## config.mk

```make
export PLATFORM = sky130hd
export DESIGN_NAME = dm_cache_ctrl
export DESIGN_NICKNAME = d
export VERILOG_FILES = /design/src/rtl/dm_cache_ctrl_pkg.sv /design/src/rtl/cache_line_store.sv /design/src/rtl/dm_cache_ctrl.sv
export SDC_FILE = /design/constraint.sdc
export NUM_CORES = 2
export LEC_CHECK = 0
export BUFFER_PORTS_ARGS = -buffer_cell sky130_fd_sc_hd__buf_4
export CORE_MARGIN = 5
export CORE_UTILIZATION = 40
export DETAILED_ROUTE_END_ITERATION = 6
export GPL_TIMING_DRIVEN = 1
export SLEW_MARGIN = 5
export SYNTH_ARGS = -nofsm -noshare
export SYNTH_HDL_FRONTEND = slang
export SYNTH_SLANG_ARGS = --single-unit
```

## constraint.sdc

```tcl
create_clock -name clk -period 7.2 [get_ports clk]
set_input_delay 0.72 -clock clk [delete_from_list [all_inputs] [get_ports clk]]
set_output_delay 0.72 -clock clk [all_outputs]
set_load 0.005 [all_outputs]
```

## src/rtl/dm_cache_ctrl_pkg.sv

```systemverilog
// Shared widths, state type and block helpers for the direct-mapped cache.
// Address split: [9:6] tag, [5:4] index, [3:2] word, [1:0] byte.
package dm_cache_ctrl_pkg;

    localparam int ADDR_W    = 10;
    localparam int WORD_W    = 32;
    localparam int TAG_W     = 4;
    localparam int IDX_W     = 2;
    localparam int OFF_W     = 4;
    localparam int WSEL_W    = 2;
    localparam int BLOCK_W   = 128;
    localparam int NUM_LINES = 1 << IDX_W;

    typedef enum logic [2:0] {
        S_IDLE,
        S_CHECK,
        S_WRITEBACK,
        S_ALLOCATE,
        S_DONE
    } state_e;

    // Word 0 sits in the most significant slot of a block.
    function automatic logic [WORD_W-1:0] get_word(
        input logic [BLOCK_W-1:0] blk,
        input logic [WSEL_W-1:0]  w
    );
        return blk[BLOCK_W-1-WORD_W*int'(w) -: WORD_W];
    endfunction

    function automatic logic [ADDR_W-1:0] blk_addr(
        input logic [TAG_W-1:0] tag,
        input logic [IDX_W-1:0] idx
    );
        return {tag, idx, {OFF_W{1'b0}}};
    endfunction

endpackage

```

## src/rtl/cache_line_store.sv

```systemverilog
// Valid/dirty/tag/data arrays for the cache lines.
// One indexed line port; a fill takes priority over a word write.
module cache_line_store
    import dm_cache_ctrl_pkg::*;
(
    input  logic               clk,
    input  logic               rst_n,
    input  logic [IDX_W-1:0]   idx,
    output logic               rd_valid,
    output logic               rd_dirty,
    output logic [TAG_W-1:0]   rd_tag,
    output logic [BLOCK_W-1:0] rd_data,
    input  logic               wr_en,
    input  logic [WSEL_W-1:0]  wr_word,
    input  logic [WORD_W-1:0]  wr_wdata,
    input  logic               fill_en,
    input  logic [TAG_W-1:0]   fill_tag,
    input  logic [BLOCK_W-1:0] fill_data
);

    logic [NUM_LINES-1:0] valid_q, valid_d;
    logic [NUM_LINES-1:0] dirty_q, dirty_d;
    logic [TAG_W-1:0]     tag_q  [NUM_LINES];
    logic [TAG_W-1:0]     tag_d  [NUM_LINES];
    logic [BLOCK_W-1:0]   data_q [NUM_LINES];
    logic [BLOCK_W-1:0]   data_d [NUM_LINES];

    assign rd_valid = valid_q[idx];
    assign rd_dirty = dirty_q[idx];
    assign rd_tag   = tag_q[idx];
    assign rd_data  = data_q[idx];

    always_comb begin
        valid_d = valid_q;
        dirty_d = dirty_q;
        tag_d   = tag_q;
        data_d  = data_q;
        if (fill_en) begin
            valid_d[idx] = 1'b1;
            dirty_d[idx] = 1'b0;
            tag_d[idx]   = fill_tag;
            data_d[idx]  = fill_data;
        end else if (wr_en) begin
            data_d[idx][BLOCK_W-1-WORD_W*int'(wr_word) -: WORD_W] = wr_wdata;
            dirty_d[idx] = 1'b1;
        end
    end

    always_ff @(posedge clk) begin
        if (!rst_n) begin
            valid_q <= '0;
            dirty_q <= '0;
            for (int i = 0; i < NUM_LINES; i++) begin
                tag_q[i]  <= '0;
                data_q[i] <= '0;
            end
        end else begin
            valid_q <= valid_d;
            dirty_q <= dirty_d;
            tag_q   <= tag_d;
            data_q  <= data_d;
        end
    end

endmodule

```

## src/rtl/dm_cache_ctrl.sv

```systemverilog
// Direct-mapped write-back, write-allocate cache controller.
// Sequences hit handling, dirty-line writeback and block refill.
module dm_cache_ctrl
    import dm_cache_ctrl_pkg::*;
#(
    parameter int MEM_LAT = 4
) (
    input  logic                clk,
    input  logic                rst_n,
    input  logic                cpu_req_valid,
    input  logic                cpu_req_we,
    input  logic [ADDR_W-1:0]   cpu_addr,
    input  logic [WORD_W-1:0]   cpu_wdata,
    output logic                cpu_ready,
    output logic [WORD_W-1:0]   cpu_rdata,
    output logic                mem_we,
    output logic [ADDR_W-1:0]   mem_addr,
    output logic [BLOCK_W-1:0]  mem_wdata,
    input  logic [BLOCK_W-1:0]  mem_rdata
);

    localparam int CNT_W = $clog2(MEM_LAT) + 1;
    localparam logic [CNT_W-1:0] CNT_LAST = CNT_W'(MEM_LAT - 1);

    state_e             state_q, state_d;
    logic [CNT_W-1:0]   cnt_q, cnt_d;
    logic               req_we_q, req_we_d;
    logic [TAG_W-1:0]   req_tag_q, req_tag_d;
    logic [IDX_W-1:0]   req_idx_q, req_idx_d;
    logic [WSEL_W-1:0]  req_word_q, req_word_d;
    logic [WORD_W-1:0]  req_wdata_q, req_wdata_d;
    logic [WORD_W-1:0]  rdata_q, rdata_d;

    logic               line_valid;
    logic               line_dirty;
    logic [TAG_W-1:0]   line_tag;
    logic [BLOCK_W-1:0] line_data;
    logic               hit;
    logic               wr_en;
    logic               fill_en;
    logic               unused_byte_sel;

    assign unused_byte_sel = ^cpu_addr[1:0];

    cache_line_store u_store (
        .clk       (clk),
        .rst_n     (rst_n),
        .idx       (req_idx_q),
        .rd_valid  (line_valid),
        .rd_dirty  (line_dirty),
        .rd_tag    (line_tag),
        .rd_data   (line_data),
        .wr_en     (wr_en),
        .wr_word   (req_word_q),
        .wr_wdata  (req_wdata_q),
        .fill_en   (fill_en),
        .fill_tag  (req_tag_q),
        .fill_data (mem_rdata)
    );

    assign hit       = line_valid && (line_tag == req_tag_q);
    assign cpu_rdata = rdata_q;

    always_comb begin
        state_d     = state_q;
        cnt_d       = cnt_q;
        req_we_d    = req_we_q;
        req_tag_d   = req_tag_q;
        req_idx_d   = req_idx_q;
        req_word_d  = req_word_q;
        req_wdata_d = req_wdata_q;
        rdata_d     = rdata_q;
        wr_en       = 1'b0;
        fill_en     = 1'b0;
        cpu_ready   = 1'b0;
        mem_we      = 1'b0;
        mem_addr    = '0;
        mem_wdata   = '0;
        unique case (state_q)
            S_IDLE: begin
                if (cpu_req_valid) begin
                    req_we_d    = cpu_req_we;
                    req_tag_d   = cpu_addr[9:6];
                    req_idx_d   = cpu_addr[5:4];
                    req_word_d  = cpu_addr[3:2];
                    req_wdata_d = cpu_wdata;
                    state_d     = S_CHECK;
                end
            end
            S_CHECK: begin
                if (hit) begin
                    if (req_we_q) begin
                        wr_en = 1'b1;
                    end else begin
                        rdata_d = get_word(line_data, req_word_q);
                    end
                    state_d = S_DONE;
                end else begin
                    cnt_d   = '0;
                    state_d = (line_valid && line_dirty) ? S_WRITEBACK
                                                         : S_ALLOCATE;
                end
            end
            S_WRITEBACK: begin
                mem_we    = 1'b1;
                mem_addr  = blk_addr(line_tag, req_idx_q);
                mem_wdata = line_data;
                if (cnt_q == CNT_LAST) begin
                    cnt_d   = '0;
                    state_d = S_ALLOCATE;
                end else begin
                    cnt_d = cnt_q + 1'b1;
                end
            end
            S_ALLOCATE: begin
                mem_addr = blk_addr(req_tag_q, req_idx_q);
                // Refill lands on the final cycle; the retried CHECK then hits.
                if (cnt_q == CNT_LAST) begin
                    fill_en = 1'b1;
                    cnt_d   = '0;
                    state_d = S_CHECK;
                end else begin
                    cnt_d = cnt_q + 1'b1;
                end
            end
            S_DONE: begin
                cpu_ready = 1'b1;
                state_d   = S_IDLE;
            end
            default: state_d = S_IDLE;
        endcase
    end

    always_ff @(posedge clk) begin
        if (!rst_n) begin
            state_q     <= S_IDLE;
            cnt_q       <= '0;
            req_we_q    <= 1'b0;
            req_tag_q   <= '0;
            req_idx_q   <= '0;
            req_word_q  <= '0;
            req_wdata_q <= '0;
            rdata_q     <= '0;
        end else begin
            state_q     <= state_d;
            cnt_q       <= cnt_d;
            req_we_q    <= req_we_d;
            req_tag_q   <= req_tag_d;
            req_idx_q   <= req_idx_d;
            req_word_q  <= req_word_d;
            req_wdata_q <= req_wdata_d;
            rdata_q     <= rdata_d;
        end
    end

endmodule

```

Word level (Yosys, flattened, before mapping)
Cells that the tools add are included.
- register bits after elaboration: 615
- bits in latches: 0
- memory bits (writable): 0
- memory bits (read-only): 0
- input port bits: 174
- output and inout port bits: 172
- word-level logic and storage cells: 99
- memories kept: 0
- add/sub/neg operators: 3
- $mul: 0
- div/mod/pow operators: 0
- $lt $le $gt $ge: 4
- equality and inequality tests: 10
- shift operators: 3
- muxes and demuxes: 43
- bitwise operators: 6
- reductions and logical operators: 12
- operator list (kind ; count):
    $bwmux 512 ; 2
    $mux 512 ; 2
    $mux 128 ; 5
    $demux 128 s2 ; 2
    $bmux 128 s2 ; 1
    $shift 32x33->159 const A ; 1
    $shiftx 159x32->32 ; 1
    $shiftx 32x33->159 ; 1
    $neg 32->33 ; 1
    $mux 4 ; 5
    $pmux 10 s2 ; 1
    $mux 3 ; 6
    $bwmux 16 ; 1
    $pmux 3 s4 ; 1
    $mux 1 ; 11
    $eq 3x2->1 const B ; 3
    $bmux 4 s2 ; 1
    $demux 4 s2 ; 1
    $ne 2x2->1 const B ; 4
    $or 4x4->4 ; 2
    $sub 7x7->8 const A ; 1
    $pmux 3 s2 ; 1
    $reduce_and 3->1 ; 2
    $and 4x4->4 ; 1
    18 further kinds ; 24

Logic depth before layout (Yosys ltp)
- word-level depth: 10
- gate-level depth with buffers: 10
- gate-level depth less buffers: 6

Modules after synthesis
Synthesis repeated with hierarchy kept, for this count alone.
- cells, all modules: 3275
- area, all modules: 29320.6 µm²
- by module, submodules not included (module ; instances ; cells each ; area an instance (µm²) ; sequential area each (µm²)):
    cache_line_store ; 1 ; 2694 ; 24542.3 ; 10730.3
    dm_cache_ctrl ; 1 ; 581 ; 4778.3 ; 1581.5

Worst setup path after synthesis
Ideal clock, no wire load.
- kind: reg2out
- start: register req_idx_q[0]
- end: output port mem_wdata[117]
- arrival: 1.856 ns
- path slack: 4.624 ns
- cell stages (with the launch flop): 7
- path buffers: 4
- cell sequence: dfxtp_1 -> buf_6 -> buf_2 -> buf_4 -> buf_2 -> mux4_2 -> and2_1
- longest elaborated chain between the ends: 5
- ends and longest elaborated chain (item ; RTL line ; source):
    start, declared ; dm_cache_ctrl.sv:29 ; logic [IDX_W-1:0] req_idx_q, req_idx_d;
    start signal, assigned ; dm_cache_ctrl.sv:149 ; req_idx_q <= req_idx_d;
    $not 2->3 (not written as such) ; cache_line_store.sv:31 ; assign rd_data = data_q[idx];
    $bmux 128 s2 ; cache_line_store.sv:31 ;
    $mux 128 (not written as such) (2 in series) ; cache_line_store.sv:31 ;
    $mux 128 ; dm_cache_ctrl.sv:79 ; unique case (state_q)
    end, declared ; dm_cache_ctrl.sv:18 ; output logic [BLOCK_W-1:0] mem_wdata,
Every way passes these cells. The select of a mux whose other input is x is not followed.

Worst setup path after layout
- start: register req_idx_q[0]
- end: register u_store.data_q[276] in the netlist's numbering
- longest elaborated chain between the ends: 9
- elaborated cells on any way between the ends: 22
- ends and longest elaborated chain (item ; RTL line ; source):
    $not 2->3 (not written as such) ; cache_line_store.sv:30, cache_line_store.sv:42, cache_line_store.sv:44 ;
    $bmux 4 s2 ; cache_line_store.sv:30 ; assign rd_tag = tag_q[idx];
    $mux 4 (not written as such) (2 in series) ; cache_line_store.sv:30 ;
    $eq 4x4->1 ; dm_cache_ctrl.sv:61 ; assign hit = line_valid && (line_tag == req_tag_q);
    $logic_and 1x1->1 ; dm_cache_ctrl.sv:61 ;
    $mux 1 ; dm_cache_ctrl.sv:91 ; if (hit) begin
    $mux 1 ; dm_cache_ctrl.sv:79 ;
    $reduce_bool 2->1 (no source line) ; - ;
    end signal, assigned ; cache_line_store.sv:61 ; data_q <= data_d;
    end, declared ; cache_line_store.sv:25 ; logic [BLOCK_W-1:0] data_q [NUM_LINES];
Parallel ways exist; a longest one is shown, timed or not. The select of a mux whose other input is x is not followed.
A chain may end at the register's enable or synchronous reset.

==> run metrics <==
unrepaired setup endpoints after global routing no; Reg area 12300 µm²; Slowest Stage Delay on Critical Path 1060 ps; core box area 83300 µm²; # Post-CTS Setup Buffers 0; vias in the first global route 26832; CP max-delay cell dfxtp_4; first-pass GRT wire length 181000 µm; Post-DP HPWL 80300 µm; most frequent cell after synthesis nand2_1; Yosys top cell by area dfxtp_1; crit-path most repeated cell buf_4; final number of hold-violating endpoints 0; vias per cell 5.83; Area Growth Syn to Fin 16.0%; CTS Buffer Depth 3; Worst Path Arrival 5030 ps; number of enable flip-flop cells after synthesis 0; drt first pass iters 6; TritonCTS Buffers 71; R2R Setup Slk 2700 ps; ranking of synthesized cells by area dfxtp_1 (37%), mux2i_1 (15%), nand2_1 (12%); Die Ht 299 µm; vias post-DR 28478; Layout Nets 3916; clock sink count 615; Rel. slew slack 26.5%; row cnt 106; Least-Margin Pin Slew 1100 ps; PostCTS Resize Cnt 0; Final Cycle Share 62.5%; Layout Utilization 46.6%; Final min period 4500 ps; Worst setup EP type flop; Seq cells post-synth 615; largest net degree at the start of global routing 198; Lkg Pwr 16.0 nW; Clk pin slew, worst setup/hold paths 60 ps; crit start category flop; number of buffers added on ports 339; synth unique cells 58; share of the synthesized area in the top cell type 36.8%; CP required 7730 ps; skew final 18.1 ps; fin. max-slew vios 0; worst-path fanout max 47; routability cong. 0.840; VDD IR max 0.203 mV; YS warnings 0; # hold bufs at CTS 0; CTS root buf clkbuf_16; number of DRC markers in iteration 0 2786; Setup CP Type flop to flop; WL final 124000 µm; Cells after Synth 3642; Post-Synthesis Cell Area 33500 µm²; fill cell count 7900; HP Class primary input to flop; GR Overflow Total 0; Ports 346; status finished clean; Final setup viols 0; total track usage 26.5%; # H-tree levels 3; initial antenna violation count 18; Pwr Density 201 nW/µm²; ys async rst share 0%; TritonCTS clock tree yes; footprint of the multi-input gates 19600 µm²; worst-skew pair later-pin latency 610 ps; Die ar. 89500 µm²; Die X 299 µm; Most used DFF post-synth dfxtp_1; Fmax 222 MHz; Max-Cap Viols 0; layout cells sized above 1 19.6%; Sum Neg Setup Slack 0 ps; Initial Utilization 40.2%; Antenna Nets Post-Route 0; sequential-to-total area share from yosys stat 36.8%; most frequent cells after synthesis nand2_1 (1082), dfxtp_1 (615), mux2i_1 (516); DRC 0; cell chain of the critical path buf_4 -> mux2_2 -> o221ai_2 -> nor2_8 -> a31oi_4 -> buf_4 -> mux2i_1; Avg Synthesized Cell Area 9.19 µm²; Avg WL per Cell 25.4 µm
[cell type report]
type / count / area share [%]
multi-input cells: 2638 / 50.6
flip-flops and latches: 615 / 31.8
clock inverters: 15 / 0.555
well taps: 1080 / 3.48
clock buffers: 107 / 5.45
inverters: 2 / 0.0258
diodes: 13 / 0.0839
repair buffers: 413 / 8.08
[report_power, final]
group / switching, mW / internal, mW
clock: 1.50 / 2.20
sequential: 0.0894 / 3.42
combinational: 0.415 / 0.187
[cell usage in the layout, fill, tap and decap left out, types with 2 or more instances in the layout]
master / n
o21ai_4: 2
clkbuf_8: 16
buf_4: 410
a31oi_4: 10
bufinv_16: 5
clkbuf_1: 18
nor2_1: 16
a211oi_4: 8
a22o_1: 380
clkbuf_16: 73
a41oi_1: 5
nand3_2: 2
nor2b_4: 2
a21oi_4: 3
inv_6: 4
mux2_2: 3
nor2b_1: 4
diode_2: 13
nor4_1: 3
xnor2_1: 2
and2_1: 133
nand2_1: 1082
a2111oi_4: 2
nor3_4: 4
mux4_2: 166
a2111oi_2: 2
a21oi_1: 92
o21ai_0: 54
nor3_1: 18
nand4_1: 3
clkinv_2: 6
conb_1: 4
nor2_4: 2
o21ai_1: 14
nand2b_1: 8
mux2i_1: 516
buf_12: 2
dfxtp_4: 3
nand3_1: 73
dfxtp_1: 611
[per-stage QoR]
stage               area [µm²]  hold WS [ps]  instances  worst slack, ps  power, mW
global placement         36400           436       4748             2640       4.18
floorplan                33500           428       3645             4620       3.89
detailed placement       36400           442       4748             2610       4.18
finish                   38800           364       4883             2700       7.81
global route             38800           360       4876             2450       8.02
CTS                      38800           330       4870             2620       7.86
[flip-flops by register name (all words and copies together), names as in the netlist, named ones only]
signal	flops
req_idx_q	2
u_store.valid_q	4
u_store.data_q	512
cpu_rdata	32
u_store.tag_q	16
cnt_q	3
req_wdata_q	32
state_q	3
req_we_q	1
req_word_q	2
req_tag_q	4
[final timing paths]
kind	startpoint	endpoint	depth (start not counted)
max	req_idx_q[0]	u_store.data_q[276]	7
max reg2reg	req_idx_q[0]	u_store.data_q[276]	7
min	cpu_addr[3]	req_word_q[1]	3
min reg2reg	cnt_q[2]	cnt_q[2]	2
[cell families (layout without fill, tap and decap cells)]
logic type	Yosys count	in the layout	synth area share (%)
fa+ha+maj	1	1	0.0374
other cells	1	17	0.0112
xor+xnor	4	4	0.150
buf+inv	392	537	5.43
compound gates	582	582	13.8
mux	685	685	26.7
flops	615	615	36.8
simple gates	1362	1362	17.1
[routing by layer]
metal	GRT usage, %	routed length [µm]
met5	0	49
met1	36.6	54100
met3	5.56	9980
met4	8.31	2990
met2	41.7	57000
[critical path: cells and delay by family (launching register included)]
family / cells / cell delay (ps)
compound gates: 2 / 1150
buf+inv: 2 / 1290
flops: 1 / 1060
mux: 2 / 670
simple gates: 1 / 190
No activity file was read; power rests on OpenSTA's default activity.
